$ cat config.mk
export PLATFORM = sky130hd
export DESIGN_NAME = hcsr04_scan_scheduler_flat
export DESIGN_NICKNAME = d
export VERILOG_FILES = /design/src/rtl/hcsr04_scan_scheduler_if.sv /design/src/rtl/hcsr04_scan_scheduler.sv /design/src/flat_wrapper.sv
export SDC_FILE = /design/constraint.sdc
export NUM_CORES = 1
export LEC_CHECK = 0
export BUFFER_PORTS_ARGS = -buffer_cell sky130_fd_sc_hd__buf_2
export CORE_MARGIN = 1
export CORE_UTILIZATION = 40
export CTS_CLUSTER_SIZE = 12
export DETAILED_ROUTE_END_ITERATION = 8
export PLACE_DENSITY_LB_ADDON = 0.15
export SLEW_MARGIN = 5
export SYNTH_ARGS = -nofsm -noshare
export SYNTH_HDL_FRONTEND = slang
export SYNTH_SLANG_ARGS = --single-unit
$ cat constraint.sdc
create_clock -name clk -period 2.3 [get_ports clk]
set_input_delay 0.345 -clock clk [delete_from_list [all_inputs] [get_ports clk]]
set_output_delay 0.345 -clock clk [all_outputs]
set_load 0.01 [all_outputs]
$ cat src/rtl/hcsr04_scan_scheduler_if.sv
// Result stream from the scan scheduler to the distance consumer (display/UART).
interface hcsr04_scan_scheduler_if #(
  parameter int unsigned IDW    = 2,
  parameter int unsigned DIST_W = 12
);
  logic              out_valid;
  logic              out_ready;
  logic [IDW-1:0]    out_id;
  logic [DIST_W-1:0] out_dist;
  logic              out_timeout;

  modport master (
    output out_valid, out_id, out_dist, out_timeout,
    input  out_ready
  );

  modport slave (
    input  out_valid, out_id, out_dist, out_timeout,
    output out_ready
  );
endinterface

$ cat src/rtl/hcsr04_scan_scheduler.sv
// Round-robin trigger scheduler for HCSR04 rangers sharing one acoustic space:
// fire one sensor, wait for echo or timeout, publish, then hold a quiet gap.
module hcsr04_scan_scheduler #(
  parameter int unsigned N_SENS      = 4,
  parameter int unsigned DIST_W      = 12,
  parameter int unsigned TIMEOUT_CYC = 3_000_000,
  parameter int unsigned GAP_CYC     = 6_000_000,
  parameter int unsigned IDW         = (N_SENS > 1) ? $clog2(N_SENS) : 1
) (
  input  logic                       clk,
  input  logic                       rst,
  input  logic                       en,
  input  logic [N_SENS-1:0]          en_mask,
  output logic [N_SENS-1:0]          start_o,
  input  logic [N_SENS-1:0]          val_i,
  input  logic [N_SENS*DIST_W-1:0]   dist_i,
  hcsr04_scan_scheduler_if.master    out_if,
  output logic                       busy
);

  localparam int unsigned MAXC = (TIMEOUT_CYC > GAP_CYC) ? TIMEOUT_CYC : GAP_CYC;
  localparam int unsigned CW   = $clog2(MAXC + 1);

  typedef enum logic [2:0] {
    ST_IDLE,
    ST_FIRE,
    ST_WAIT,
    ST_PUBLISH,
    ST_GAP
  } state_t;

  state_t              state_q;
  logic [IDW-1:0]      idx_q;
  logic [CW-1:0]       cnt_q;
  logic [N_SENS-1:0]   start_q;
  logic                valid_q;
  logic [IDW-1:0]      id_q;
  logic [DIST_W-1:0]   dist_q;
  logic                timeout_q;
  logic                busy_q;

  logic [IDW-1:0]      idx_first_d;
  logic [IDW-1:0]      idx_next_d;
  logic [IDW-1:0]      fire_idx_d;
  logic [N_SENS-1:0]   fire_oh_d;
  logic                found_first;
  logic                found_next;
  int unsigned         j_first;
  int unsigned         j_next;
  logic [DIST_W-1:0]   dist_a [N_SENS];

  for (genvar g = 0; g < N_SENS; g++) begin : g_unpack
    assign dist_a[g] = dist_i[g*DIST_W +: DIST_W];
  end

  // Rotating priority search: "first" includes idx itself, "next" starts one past it
  // and only lands back on idx after a full wrap.
  always_comb begin
    idx_first_d = idx_q;
    idx_next_d  = idx_q;
    found_first = 1'b0;
    found_next  = 1'b0;
    j_first     = 0;
    j_next      = 0;
    for (int unsigned k = 0; k < N_SENS; k++) begin
      j_first = int'(idx_q) + k;
      if (j_first >= N_SENS) j_first = j_first - N_SENS;
      if (!found_first && en_mask[IDW'(j_first)]) begin
        idx_first_d = IDW'(j_first);
        found_first = 1'b1;
      end
      j_next = int'(idx_q) + k + 1;
      if (j_next >= N_SENS) j_next = j_next - N_SENS;
      if (!found_next && en_mask[IDW'(j_next)]) begin
        idx_next_d = IDW'(j_next);
        found_next = 1'b1;
      end
    end
  end

  always_comb begin
    fire_idx_d            = (state_q == ST_IDLE) ? idx_first_d : idx_q;
    fire_oh_d             = '0;
    fire_oh_d[fire_idx_d] = 1'b1;
  end

  always_ff @(posedge clk or negedge rst) begin
    if (!rst) begin
      state_q   <= ST_IDLE;
      idx_q     <= '0;
      cnt_q     <= '0;
      start_q   <= '0;
      valid_q   <= 1'b0;
      id_q      <= '0;
      dist_q    <= '0;
      timeout_q <= 1'b0;
      busy_q    <= 1'b0;
    end else begin
      start_q <= '0;
      case (state_q)
        ST_IDLE: begin
          if (en && (|en_mask)) begin
            idx_q   <= idx_first_d;
            start_q <= fire_oh_d;
            busy_q  <= 1'b1;
            state_q <= ST_FIRE;
          end
        end
        ST_FIRE: begin
          cnt_q   <= '0;
          state_q <= ST_WAIT;
        end
        ST_WAIT: begin
          if (val_i[idx_q]) begin
            id_q      <= idx_q;
            dist_q    <= dist_a[idx_q];
            timeout_q <= 1'b0;
            valid_q   <= 1'b1;
            state_q   <= ST_PUBLISH;
          end else if (cnt_q == CW'(TIMEOUT_CYC - 1)) begin
            id_q      <= idx_q;
            dist_q    <= '1;
            timeout_q <= 1'b1;
            valid_q   <= 1'b1;
            state_q   <= ST_PUBLISH;
          end else begin
            cnt_q <= cnt_q + CW'(1);
          end
        end
        ST_PUBLISH: begin
          if (out_if.out_ready) begin
            valid_q <= 1'b0;
            cnt_q   <= '0;
            idx_q   <= idx_next_d;
            state_q <= ST_GAP;
          end
        end
        ST_GAP: begin
          if (cnt_q == CW'(GAP_CYC - 1)) begin
            if (en && (|en_mask)) begin
              start_q <= fire_oh_d;
              state_q <= ST_FIRE;
            end else begin
              busy_q  <= 1'b0;
              state_q <= ST_IDLE;
            end
          end else begin
            cnt_q <= cnt_q + CW'(1);
          end
        end
        default: begin
          busy_q  <= 1'b0;
          state_q <= ST_IDLE;
        end
      endcase
    end
  end

  assign start_o            = start_q;
  assign busy               = busy_q;
  assign out_if.out_valid   = valid_q;
  assign out_if.out_id      = id_q;
  assign out_if.out_dist    = dist_q;
  assign out_if.out_timeout = timeout_q;

endmodule

$ cat src/flat_wrapper.sv
// flat-port wrapper written by rule: the top's interface ports become plain ports
module hcsr04_scan_scheduler_flat 
#(
  parameter int unsigned N_SENS      = 4,
  parameter int unsigned DIST_W      = 12,
  parameter int unsigned TIMEOUT_CYC = 3_000_000,
  parameter int unsigned GAP_CYC     = 6_000_000,
  parameter int unsigned IDW         = (N_SENS > 1) ? $clog2(N_SENS) : 1
)
  (clk, rst, en, en_mask, start_o, val_i, dist_i, busy, out_if_out_valid, out_if_out_id, out_if_out_dist, out_if_out_timeout, out_if_out_ready);
  hcsr04_scan_scheduler_if #(.IDW(IDW), .DIST_W(DIST_W)) out_if_i ();
  input  logic clk;
  input  logic rst;
  input  logic en;
  input  logic [N_SENS-1:0] en_mask;
  output logic [N_SENS-1:0] start_o;
  input  logic [N_SENS-1:0] val_i;
  input  logic [N_SENS*DIST_W-1:0] dist_i;
  output logic busy;
  output wire logic [$bits(out_if_i.out_valid)-1:0] out_if_out_valid;
  output wire logic [$bits(out_if_i.out_id)-1:0] out_if_out_id;
  output wire logic [$bits(out_if_i.out_dist)-1:0] out_if_out_dist;
  output wire logic [$bits(out_if_i.out_timeout)-1:0] out_if_out_timeout;
  input wire logic [$bits(out_if_i.out_ready)-1:0] out_if_out_ready;
  assign out_if_out_valid = out_if_i.out_valid;
  assign out_if_out_id = out_if_i.out_id;
  assign out_if_out_dist = out_if_i.out_dist;
  assign out_if_out_timeout = out_if_i.out_timeout;
  assign out_if_i.out_ready = out_if_out_ready;
  hcsr04_scan_scheduler #(.N_SENS(N_SENS), .DIST_W(DIST_W), .TIMEOUT_CYC(TIMEOUT_CYC), .GAP_CYC(GAP_CYC), .IDW(IDW)) u_core (.clk(clk), .rst(rst), .en(en), .en_mask(en_mask), .start_o(start_o), .val_i(val_i), .dist_i(dist_i), .out_if(out_if_i), .busy(busy));
endmodule
==> out/qor.yml <==
syn-cell-area_mm2: 0.00324
postLayoutCoreUtil_pct: 51.2
synthSimpleGateAreaFrac_pct: 23.0
antenna_left: 0
syn_nets: 405
nNetsFinal: 493
outcome: "finished, final reports clean"
muxShareOfSynthArea_pct: 11.1
period_minus_slack_ns: 2.13
hold_buffers: 0
antenna_found_initial: 0
cts_tree: "yes"
clock_skew_ns: 0.00555
routabilityCongestion: 0.843
worstPathArrival_ns: 2.36
synth_top_family_by_area: "compound AO/OA/AOI/OAI gates"
path_max_fanout: 11
grt-ovfl-total: 0
synth_xor_area_share_pct: 0
grt_max_degree: 36
finalSetupViolCount: 0
hold_path.class: "in -> async"
placed_cell_area_mm2: 0.00384
grt.total_usage_pct: 21.6
avgRoutedWirePerCell_um: 15.7
cp.required_ns: 2.53
yosys_warnings: 0
hold_viol_final: 0
ys_ff_latch: 49
yosysUniqueCellTypes: 54
worstMarginPinSlew_ns: 0.777
die_height_um: 91.9
clockRootBuffer: "clkbuf_8"
hold_slack_ns: 0.112
leakage_nw: 1.65
crit_type: "reg -> reg"
fin_area_mm2: 0.00397
antenna_cells: 0
dp_slack_ns: 0.104
layout-drive-gt1-share_pct: 32.3
start_util_pct: 41.7
ys_async_sr_fraction_pct: 100
cts.reportedPaths.clkPinSlew_ns: 0.08
final_cell_mix: "buf_2, dfrtp_1, nor2_1"
wl_met3_um: 374
syn2layout_area_growth_pct: 22.8
fin_crit_sh_pct: 92.8
reg2reg_to: "u_core.cnt_q[20]"
first_iter_violations: 201
yosysSeqAreaShare_pct: 37.9
port_buffers: 80
postSynthAreaPerCell_um2: 9.41
power.density_mw_per_mm2: 1060
cts_setup_buffers: 0
route.met2.wl_um: 4020
cp-end-kind: "flop"
slew_headroom_pct: 48.2
timing.rr.start: "u_core.cnt_q[0]"
num_rows: 32
ir_drop_mv: 0.645
die_w_um: 91.9
cts_inserted_buffers: 5
hpwl_um: 6420
reg2reg_slack_ns: 0.17
rsz0062_at_grt: "false"
max-cap-violations: 0
wl_met1_um: 3940
synth_compound_area_share_pct: 23.1
grt_pass1_vias: 3041
highest_layer: "met4"
worstSetupStartpointType: "flop"
cts_buffer_depth: 2
drc_errors: 0
r2r_cells: 7
drt_first_pass_iters: 4
layout_setup_ws_ns: 0.166
cts_resized: 0
synth_edf_count: 0
dp.cells: 527
dieArea_mm2: 0.00845
synthCells: 344
ioPinCount: 81
clock_latency_ns: 0.31
routed_wl_um: 8420
grt_pass1_wl_um: 14600
fmax_mhz: 469
ys.flop_type: "dfrtp_1"
final_common_cell: "buf_2"
coreArea_mm2: 0.00777
cts_sinks: 49
maxSlewViolCount: 0
power_mw: 4.20
vias: 3051
synth_fa_ha_area_share_pct: 0.387
htree_levels: 2
setup_tns_ns: 0
routed_via_density: 5.70
fin_cells: 535
-- flip-flops by register name, indices dropped and copies added (netlist names) --
signal / cells
u_core.busy: 1
u_core.out_if.out_dist: 12
u_core.out_if.out_timeout: 1
u_core.out_if.out_valid: 1
u_core.start_o: 4
u_core.idx_q: 2
u_core.cnt_q: 23
u_core.state_q: 3
u_core.out_if.out_id: 2
-- layout make-up --
| class | count | area, um^2 |
|---|---|---|
| clock buffer | 7 | 86.3 |
| fill | 760 | 3790 |
| tap | 102 | 128 |
| sequential | 49 | 1230 |
| timing repair buffer | 102 | 566 |
| clock inverter | 1 | 30.0 |
| inverter | 13 | 48.8 |
| multi-input combinational | 261 | 1890 |
-- power by group --
part	internal, mW	switching [mW]
logic	1.02	1.28
clock network	0.355	0.283
registers	1.09	0.173
total	2.46	1.74
-- critical path: stages, from the launching register on --
cell and delay [ns]:
dfrtp_1 0.41, ha_1 0.25, nand3_2 0.18, or4_1 0.61, o32ai_2 0.17, buf_4 0.24
nor2_1 0.06, a2bb2oi_1 0.14
-- worst max path at each step --
stage | slack, ns | endpoint | cells after the start | startpoint
finish | 0.17 | u_core.cnt_q[20] | 7 | u_core.cnt_q[0]
global placement | 0.16 | u_core.out_if.out_id[1] | 6 | u_core.cnt_q[0]
global route | 0.04 | u_core.cnt_q[16] | 7 | u_core.cnt_q[0]
detailed placement | 0.10 | u_core.out_if.out_id[0] | 6 | u_core.cnt_q[0]
floorplan | 0.33 | u_core.out_if.out_dist[3] | 7 | u_core.cnt_q[0]
CTS | 0.09 | u_core.out_if.out_id[0] | 6 | u_core.cnt_q[0]
-- routing by layer --
layer	global-route usage, %	vias to the layer above
li1	-	1488
met1	30.1	1477
met2	35.5	78
met3	3.07	8
met4	5.21	0
met5	0	-
-- cell usage after synthesis, types with 2 or more instances --
cell type,number,area (um^2)
dfrtp_1,49,1230
clkbuf_1,11,41.3
nand3_1,15,75.1
and3_1,3,18.8
nand4bb_1,2,22.5
nor3b_1,2,15.0
nand2_1,15,56.3
or3_1,4,25.0
buf_2,8,40.0
mux2_2,2,22.5
mux4_2,13,293
nor4_1,6,37.5
o221ai_2,2,30.0
a21oi_1,18,90.1
a2bb2oi_1,2,17.5
a221oi_1,2,17.5
and2_1,3,18.8
o21a_1,8,60.1
nand4_1,6,37.5
nor4_2,2,25.0
inv_1,13,48.8
nand3_2,2,20.0
o22ai_1,3,18.8
nor4bb_1,2,20.0
mux2_1,3,33.8
nor2b_1,6,37.5
nand2b_1,9,56.3
o31ai_1,22,165
nor3_1,8,40.0
or4_1,3,22.5
a31oi_1,5,31.3
o21ai_0,24,120
o21ai_1,11,55.1
nand3b_1,9,67.6
o22a_1,6,52.6
nor2_1,27,101
-- kinds of logic (layout without fill, tap and decap cells) --
kind of cell    count (synthesis)  in the layout
simple gates                  129            129
compound gates                112            112
flops                          49             49
buf+inv                        34            123
mux                            19             19
fa+ha+maj                       1              1
No activity file was read; power rests on OpenSTA's default activity.
